==> src/rtl/bingo_board_writer.sv <==
// Builds the 5x5 Bingo board: loads 25 cells, marks called numbers by a 25-cycle scan, then recounts lines.
// A call completes 26 edges after acceptance; call_ready stays low while busy and after a win.
module bingo_board_writer #(
  parameter int WIN_LINES = 5
) (
  input  logic         clk,
  input  logic         rst,
  input  logic         clear,
  input  logic         load_valid,
  input  logic [4:0]   load_num,
  output logic         load_ready,
  input  logic         call_valid,
  input  logic [4:0]   call_num,
  output logic         call_ready,
  output logic         call_done,
  output logic         call_hit,
  output logic [124:0] map,
  output logic [24:0]  circle,
  output logic [3:0]   line_cnt,
  output logic [7:0]   display_nums,
  output logic         board_ready,
  output logic         win
);

  typedef enum logic [1:0] {LOAD, PLAY, SCAN, COUNT} state_t;

  state_t         state_q, state_d;
  logic [124:0]   map_q, map_d;
  logic [24:0]    circle_q, circle_d;
  logic [3:0]     line_cnt_q, line_cnt_d;
  logic [7:0]     disp_q, disp_d;
  logic [4:0]     ptr_q, ptr_d;
  logic [4:0]     idx_q, idx_d;
  logic [4:0]     num_q, num_d;
  logic           hit_q, hit_d;
  logic           call_done_q, call_done_d;
  logic           call_hit_q, call_hit_d;
  logic           board_ready_q, board_ready_d;
  logic           win_q, win_d;
  logic           load_ready_q, load_ready_d;
  logic           call_ready_q, call_ready_d;
  logic [3:0]     cnt_new;

  function automatic logic [3:0] count_lines(input logic [24:0] c);
    logic [3:0] n;
    n = 4'd0;
    for (int k = 0; k < 5; k++) begin
      if (&c[5*k +: 5]) n = n + 4'd1;
      if (c[k] && c[k+5] && c[k+10] && c[k+15] && c[k+20]) n = n + 4'd1;
    end
    if (c[0] && c[6] && c[12] && c[18] && c[24]) n = n + 4'd1;
    if (c[4] && c[8] && c[12] && c[16] && c[20]) n = n + 4'd1;
    return n;
  endfunction

  always_comb begin
    state_d       = state_q;
    map_d         = map_q;
    circle_d      = circle_q;
    line_cnt_d    = line_cnt_q;
    disp_d        = disp_q;
    ptr_d         = ptr_q;
    idx_d         = idx_q;
    num_d         = num_q;
    hit_d         = hit_q;
    call_done_d   = 1'b0;
    call_hit_d    = call_hit_q;
    board_ready_d = board_ready_q;
    win_d         = win_q;
    cnt_new       = count_lines(circle_q);

    case (state_q)
      LOAD: begin
        if (load_valid && load_num >= 5'd1 && load_num <= 5'd25) begin
          map_d[7'(ptr_q) * 7'd5 +: 5] = load_num;
          ptr_d = ptr_q + 5'd1;
          if (ptr_q == 5'd24) begin
            state_d       = PLAY;
            board_ready_d = 1'b1;
          end
        end
      end
      PLAY: begin
        if (call_valid && call_ready_q) begin
          num_d   = call_num;
          hit_d   = 1'b0;
          idx_d   = 5'd0;
          state_d = SCAN;
        end
      end
      SCAN: begin
        // Cells are 1..25 once loaded, so out-of-range calls never match.
        if (map_q[7'(idx_q) * 7'd5 +: 5] == num_q) begin
          circle_d[idx_q] = 1'b1;
          hit_d           = 1'b1;
        end
        if (idx_q == 5'd24) state_d = COUNT;
        else                idx_d   = idx_q + 5'd1;
      end
      COUNT: begin
        line_cnt_d  = cnt_new;
        disp_d      = (cnt_new >= 4'd10) ? {4'd1, cnt_new - 4'd10} : {4'd0, cnt_new};
        if (32'(cnt_new) >= WIN_LINES) win_d = 1'b1;
        call_done_d = 1'b1;
        call_hit_d  = hit_q;
        state_d     = PLAY;
      end
      default: state_d = LOAD;
    endcase

    if (clear) begin
      state_d       = LOAD;
      map_d         = '0;
      circle_d      = '0;
      line_cnt_d    = '0;
      disp_d        = '0;
      ptr_d         = '0;
      idx_d         = '0;
      num_d         = '0;
      hit_d         = 1'b0;
      call_done_d   = 1'b0;
      call_hit_d    = 1'b0;
      board_ready_d = 1'b0;
      win_d         = 1'b0;
    end

    load_ready_d = (state_d == LOAD);
    call_ready_d = (state_d == PLAY) && !win_d;
  end

  always_ff @(posedge clk or negedge rst) begin
    if (!rst) begin
      state_q       <= LOAD;
      map_q         <= '0;
      circle_q      <= '0;
      line_cnt_q    <= '0;
      disp_q        <= '0;
      ptr_q         <= '0;
      idx_q         <= '0;
      num_q         <= '0;
      hit_q         <= 1'b0;
      call_done_q   <= 1'b0;
      call_hit_q    <= 1'b0;
      board_ready_q <= 1'b0;
      win_q         <= 1'b0;
      load_ready_q  <= 1'b1;
      call_ready_q  <= 1'b0;
    end else begin
      state_q       <= state_d;
      map_q         <= map_d;
      circle_q      <= circle_d;
      line_cnt_q    <= line_cnt_d;
      disp_q        <= disp_d;
      ptr_q         <= ptr_d;
      idx_q         <= idx_d;
      num_q         <= num_d;
      hit_q         <= hit_d;
      call_done_q   <= call_done_d;
      call_hit_q    <= call_hit_d;
      board_ready_q <= board_ready_d;
      win_q         <= win_d;
      load_ready_q  <= load_ready_d;
      call_ready_q  <= call_ready_d;
    end
  end

  assign load_ready   = load_ready_q;
  assign call_ready   = call_ready_q;
  assign call_done    = call_done_q;
  assign call_hit     = call_hit_q;
  assign map          = map_q;
  assign circle       = circle_q;
  assign line_cnt     = line_cnt_q;
  assign display_nums = disp_q;
  assign board_ready  = board_ready_q;
  assign win          = win_q;

endmodule

==> config.mk <==
export PLATFORM = sky130hd
export DESIGN_NAME = bingo_board_writer
export DESIGN_NICKNAME = d
export VERILOG_FILES = /design/src/rtl/bingo_board_writer.sv
export SDC_FILE = /design/constraint.sdc
export NUM_CORES = 1
export LEC_CHECK = 0
export CELL_PAD_IN_SITES_DETAIL_PLACEMENT = 0
export CELL_PAD_IN_SITES_GLOBAL_PLACEMENT = 1
export CORE_ASPECT_RATIO = 1.4
export CORE_MARGIN = 2
export CORE_UTILIZATION = 47
export DETAILED_ROUTE_END_ITERATION = 12
export PLACE_DENSITY_LB_ADDON = 0.1
export SETUP_SLACK_MARGIN = 0.4
export SYNTH_ARGS = -nofsm -noshare
export SYNTH_HDL_FRONTEND = slang
export SYNTH_SLANG_ARGS = --single-unit
==> constraint.sdc <==
create_clock -name clk -period 15.07 [get_ports clk]
set_clock_uncertainty 0.15 [all_clocks]
set_input_delay 3.014 -clock clk [delete_from_list [all_inputs] [get_ports clk]]
set_output_delay 3.014 -clock clk [all_outputs]
set_load 0.02 [all_outputs]
==> results of run 1 <==
-- per-layer routing --
layer  up-vias  wire, microns  track usage [%]
li1       6332              -                -
met1      7101          22300             43.5
met2       746          29000             61.7
met3       186           4250             6.65
met4         2           3930             22.6
met5         -             10                0
-- final timing paths --
| check | from | end | slack (ns) | cells after the start |
|---|---|---|---|---|
| min reg2reg | line_cnt[1] | line_cnt[1] | 0.33 | 2 |
| min | line_cnt[1] | line_cnt[1] | 0.33 | 2 |
| max in group asynchronous | rst | map[23] | 11.05 | 2 |
| min in group asynchronous | rst | circle[1] | 2.40 | 1 |
| max reg2reg | circle[10] | display_nums[2] | 7.90 | 31 |
| max | circle[10] | display_nums[2] | 7.90 | 31 |
-- cell type report --
cell class                      count  share of cell area, %
Multi-Input combinational cell   1335                   54.8
Sequential cell                   182                   26.7
Timing Repair Buffer              209                   11.8
Tap cell                          390                   2.86
Clock buffer                       17                   2.49
Clock inverter                     15                  0.755
Inverter                           23                  0.513
-- tightest hold or removal path, delay by kind of cell (launching register included) --
kind,cells,cell delay [ns]
compound gates,1,0.06
flops,1,0.34
simple gates,1,0.04
-- power by group --
group,leakage (nW),internal (mW),switching (mW)
clock network,0.272,0.218,0.227
registers,2.53,0.493,0.0125
logic,3.82,0.0801,0.262
-- cells in the mapped netlist (21+ instances only) --
cell / number
a211oi_1: 30
a21oi_1: 174
and3_1: 21
buf_2: 27
clkbuf_1: 85
dfrtp_1: 181
ha_1: 33
mux2_2: 36
mux2i_1: 110
mux4_2: 66
nand2_1: 175
nand3_1: 45
nand4_1: 28
nor2_1: 185
nor3_1: 85
o21ai_0: 79
xnor2_1: 29
xor2_1: 22
-- logic make-up after synthesis --
kind of cell,after synthesis,synth area share (%)
AND/OR/NAND/NOR,634,20.3
AO/OA/AOI/OAI,394,16.3
multiplexers,212,20.6
flip-flops,182,31.4
buffers and inverters,152,4.33
XOR/XNOR,56,3.81
adder cells (fa/ha/maj),36,3.20
other,1,0.0259
-- metrics by stage --
| stage | std cells | hold slack [ns] | utilization (%) | setup WS (ns) | area (sq um) |
|---|---|---|---|---|---|
| after CTS | 2171 | 0.334 | 55.7 | 7.88 | 17100 |
| after detailed placement | 2139 | 0.315 | 53.9 | 7.93 | 16500 |
| after floorplan | 1669 | 0.317 | - | 8.57 | 14500 |
| final | 2171 | 0.329 | 55.7 | 7.90 | 17100 |
| after global placement | 2139 | 0.309 | 53.9 | 8.04 | 16500 |
| after global routing | 2171 | 0.366 | 55.7 | 7.43 | 17100 |
-- registers in the layout, indices dropped and copies added, names as in the netlist --
register and count:
call_hit 1, call_ready 1, hit_q 1, win 1, ptr_q 5, idx_q 5, load_ready 1, map 125
board_ready 1, call_done 1, state_q 2, line_cnt 4, display_nums 4, num_q 5, circle 25
==> flow_metrics.env, run 1 <==
export IMPL_drive_gt1_share_pct=11.3
export IMPL_vias=14400
export IMPL_power_mw=1.29
export IMPL_core_sq_um=30600
export IMPL_path_max_fanout=11
export IMPL_cts_buffer_depth=2
export IMPL_cts_tree="done"
export IMPL_post_synth_inst_count=1667
export IMPL_multiInputGateArea_sq_um=9350
export IMPL_cts_buffers_inserted=17
export IMPL_antenna_found_initial=1
export IMPL_path_buf_inv=3
export IMPL_first_pass_iters=5
export IMPL_cp_required_ns=15.32
export IMPL_antenna_diode_count=0
export IMPL_drv_slew=0
export IMPL_seqCellArea_sq_um=4560
export IMPL_end_kind="flip-flop"
export IMPL_ys_types=77
export IMPL_synth_seq_cells=182
export IMPL_cts_resized=0
export IMPL_crit_type="flip-flop to flip-flop"
export IMPL_cp_data_arrival_time_ns=7.43
export IMPL_synth_area_per_cell_sq_um=8.70
export IMPL_drc_errors=0
export IMPL_hold_buffers=0
export IMPL_fmax_mhz=139
export IMPL_crit_family="compound AO/OA/AOI/OAI gates"
export IMPL_io_pins=183
export IMPL_synthTopCellsByArea="dfrtp_1 (31%), mux4_2 (10%), mux2i_1 (7.6%)"
export IMPL_finalHoldViolCount=0
export IMPL_routed_via_density=6.62
export IMPL_leakagePower_nw=6.63
export IMPL_cts_sinks=182
export IMPL_grt_overflow=0
export IMPL_hold_class="flip-flop to flip-flop"
export IMPL_grt_pass1_vias=14000
export IMPL_clock_latency_ns=0.47
export IMPL_fin_tns_setup_ns=0
export IMPL_core_rowCount=76
export IMPL_fin_nets=1818
export IMPL_port_buffers=179
export IMPL_clkTransAtPathRegs_ns=0.08
export IMPL_htree_num_levels=4
export IMPL_die_x_microns=152
export IMPL_crit_path_top_delay_cell="dfrtp_1"
export IMPL_fillers=2883
export IMPL_synth_edf_count=0
export IMPL_p_per_area_nw_per_um2=75.8
export IMPL_async_flop_share_pct=100
export IMPL_post_cts_buffers=0
export IMPL_maxCapViolCount=0
export IMPL_finalCritPeriodShare_pct=47.6
export IMPL_setup_viol=0
export IMPL_wl_microns=59500
export IMPL_drtIter0Drc=1303
export IMPL_cp_start_kind="flip-flop"
export IMPL_period_needed_ns=7.17
export IMPL_synth_top_area_share_pct=31.2
export IMPL_ctsRootBufferMaster="clkbuf_16"
export IMPL_synth_ff_type="dfrtp_1"
export IMPL_initial_core_util_pct=47.4
export IMPL_mostFrequentLayoutCells="nor2_1 (181), dfrtp_1 (179), clkdlybuf4s50_1 (177), nand2_1 (175), a21oi_1 (174)"
export IMPL_ant_nets=0
export IMPL_final_common_cell="nor2_1"
export IMPL_place_gp_congestion=0.960
export IMPL_dieArea_sq_um=32300
export IMPL_synth_area_sq_um=14500
export IMPL_die_y_microns=212
export IMPL_slew_headroom_pct=23.7
export IMPL_grt_max_degree=92
export IMPL_ys_warn_count=0
export IMPL_yosys_area_top_type="dfrtp_1"
export IMPL_grt_pass1_wl_microns=88500
export IMPL_cp_slowest_stage_delay_ns=0.44
export IMPL_area_growth_pct=17.7
export IMPL_crit_top_cell="ha_1"
export IMPL_status="finished clean"
export IMPL_ys_seq_area_share_pct=31.4
export IMPL_post_dp_hpwl_microns=44000
export IMPL_worstMarginPinSlew_ns=1.14
export IMPL_ir_drop_uv=70.7
export IMPL_drt_wirelength_per_cell_microns=27.4
export IMPL_grt_setup_unrepaired="false"
export IMPL_track_usage_pct=36.6
Power figures use the tool's default switching activity.
==> inputs of run 2 (changes only) <==
--- a/config.mk
+++ b/config.mk
@@ -9,7 +9,7 @@
 export CELL_PAD_IN_SITES_GLOBAL_PLACEMENT = 1
 export CORE_ASPECT_RATIO = 1.4
 export CORE_MARGIN = 2
-export CORE_UTILIZATION = 47
+export CORE_UTILIZATION = 39
 export DETAILED_ROUTE_END_ITERATION = 12
 export PLACE_DENSITY_LB_ADDON = 0.1
 export SETUP_SLACK_MARGIN = 0.4
==> constraint.sdc (replaced) <==
create_clock -name clk -period 5.9 [get_ports clk]
set_clock_uncertainty 0.15 [all_clocks]
set_input_delay 1.18 -clock clk [delete_from_list [all_inputs] [get_ports clk]]
set_output_delay 1.18 -clock clk [all_outputs]
set_load 0.02 [all_outputs]
==> flow_metrics.env, run 2 (synthesized netlist as in run 1, its figures left out) <==
export IMPL_finalCritPeriodShare_pct=103
export IMPL_hold_class="flip-flop to flip-flop"
export IMPL_crit_path_top_delay_cell="dfrtp_2"
export IMPL_final_common_cell="nor2_1"
export IMPL_hold_buffers=0
export IMPL_htree_num_levels=4
export IMPL_initial_core_util_pct=39.6
export IMPL_cts_buffers_inserted=17
export IMPL_grt_pass1_vias=14000
export IMPL_place_gp_congestion=0.907
export IMPL_cp_data_arrival_time_ns=6.36
export IMPL_leakagePower_nw=7.09
export IMPL_fmax_mhz=164
export IMPL_cts_buffer_depth=2
export IMPL_end_kind="flip-flop"
export IMPL_mostFrequentLayoutCells="nor2_1 (178), clkdlybuf4s50_1 (177), dfrtp_1 (173), a21oi_1 (170), nand2_1 (169)"
export IMPL_seqCellArea_sq_um=4570
export IMPL_cts_sinks=182
export IMPL_finalHoldViolCount=0
export IMPL_status="finished with violations"
export IMPL_ctsRootBufferMaster="clkbuf_16"
export IMPL_drive_gt1_share_pct=18.2
export IMPL_slew_headroom_pct=25.9
export IMPL_wl_microns=60900
export IMPL_routed_via_density=6.16
export IMPL_drc_errors=0
export IMPL_fin_cells=2335
export IMPL_fin_nets=1904
export IMPL_whs_ns=0.330
export IMPL_ant_nets=0
export IMPL_setup_viol=7
export IMPL_drt_wirelength_per_cell_microns=26.1
export IMPL_dieArea_sq_um=38800
export IMPL_vias=14400
export IMPL_die_x_microns=167
export IMPL_place_inst=2261
export IMPL_finalWorstSetupSlack_ns=-0.206
export IMPL_clock_latency_ns=0.47
export IMPL_track_usage_pct=31.2
export IMPL_worstMarginPinSlew_ns=1.11
export IMPL_port_buffers=179
export IMPL_io_pins=183
export IMPL_first_pass_iters=5
export IMPL_ir_drop_uv=193
export IMPL_area_growth_pct=25.5
export IMPL_grt_overflow=0
export IMPL_core_rowCount=83
export IMPL_die_y_microns=232
export IMPL_fillers=3492
export IMPL_grt_max_degree=149
export IMPL_drv_slew=0
export IMPL_final_cell_area_sq_um=18200
export IMPL_violations="negative setup slack"
export IMPL_antenna_found_initial=1
export IMPL_cp_slowest_stage_delay_ns=0.40
export IMPL_p_per_area_nw_per_um2=185
export IMPL_placed_area_sq_um=17100
export IMPL_maxCapViolCount=0
export IMPL_path_max_fanout=6
export IMPL_cp_required_ns=6.16
export IMPL_multiInputGateArea_sq_um=9610
export IMPL_crit_type="flip-flop to flip-flop"
export IMPL_postLayoutCoreUtil_pct=49.6
export IMPL_largest_register_ff_count=125
export IMPL_core_sq_um=36700
export IMPL_drtIter0Drc=1415
export IMPL_cts_tree="done"
export IMPL_clkTransAtPathRegs_ns=0.08
export IMPL_post_dp_hpwl_microns=45000
export IMPL_grt_pass1_wl_microns=90800
export IMPL_period_needed_ns=6.11
export IMPL_cp_start_kind="flip-flop"
export IMPL_grt_setup_unrepaired="true"
run 2: cell count changes in the layout (fill, tap and decap cells not counted), moves of 5 or more:
| cell | delta |
|---|---|
| dfrtp_2 | +6 |
| nand2_1 | -6 |
| ha_1 | -9 |
| clkinv_8 | +5 |
| buf_4 | +74 |
| nand2_2 | +5 |
| buf_6 | +9 |
| inv_1 | -5 |
| ha_4 | +7 |
| dfrtp_1 | -6 |
run 2: metal layers:
layer / vias up / share of wire, % / global-route usage (%)
met4: 0 / 4.7 / 14.1
met1: 7105 / 39 / 38.4
met2: 622 / 50 / 54.3
met3: 124 / 5.8 / 4.07
li1: 6528 / - / -
met5: - / 0 / 0
run 2: final timing paths:
kind | start | end | slack (ns) | depth (start not counted)
worst min-delay path | display_nums[4] | display_nums[4] | 0.33 | 2
worst max-delay path | circle[2] | display_nums[1] | -0.21 | 32
min in group asynchronous | rst | circle[5] | 0.63 | 1
max in group asynchronous | rst | map[26] | 3.94 | 2
worst min register to register | display_nums[4] | display_nums[4] | 0.33 | 2
worst max register to register | circle[2] | display_nums[1] | -0.21 | 32
run 2: power by group:
| part | internal [mW] | switching [mW] |
|---|---|---|
| sequential | 1.26 | 0.0320 |
| clock | 0.575 | 0.623 |
| combinational | 0.216 | 0.655 |
run 2: layout make-up:
class	count	area share, %
clock inverter	15	0.983
antenna	1	0.0138
clock buffer	17	2.34
sequential	182	25.1
tap	467	3.21
timing repair buffer	295	15.0
multi-input combinational	1335	52.8
inverter	23	0.495
run 2: repair_timing:
action,4_1_cts,5_1_grt
buffers inserted,34,7
endpoints found under the hold margin,0,0
pin swaps,27,24
gates resized for setup,27,23
setup endpoints to repair,9,10
run 2: metrics by stage:
step / setup TNS (ns) / power [mW] / setup WS, ns
after floorplan: -0.141 / 1.79 / -0.122
after detailed placement: -1.44 / 2.16 / -0.401
final: -0.819 / 3.36 / -0.206
after global placement: -0.586 / 2.16 / -0.241
after global routing: -2.68 / 3.47 / -0.445
after CTS: -0.856 / 3.36 / -0.236
run 2: critical path: cells and delay by family (launching register included):
kind            cells  cell delay [ns]
simple gates        4             0.83
mux                 2             0.36
xor+xnor            4             0.74
buf+inv            12             1.19
compound gates      6             1.14
fa+ha+maj           4             1.21
flops               1             0.40
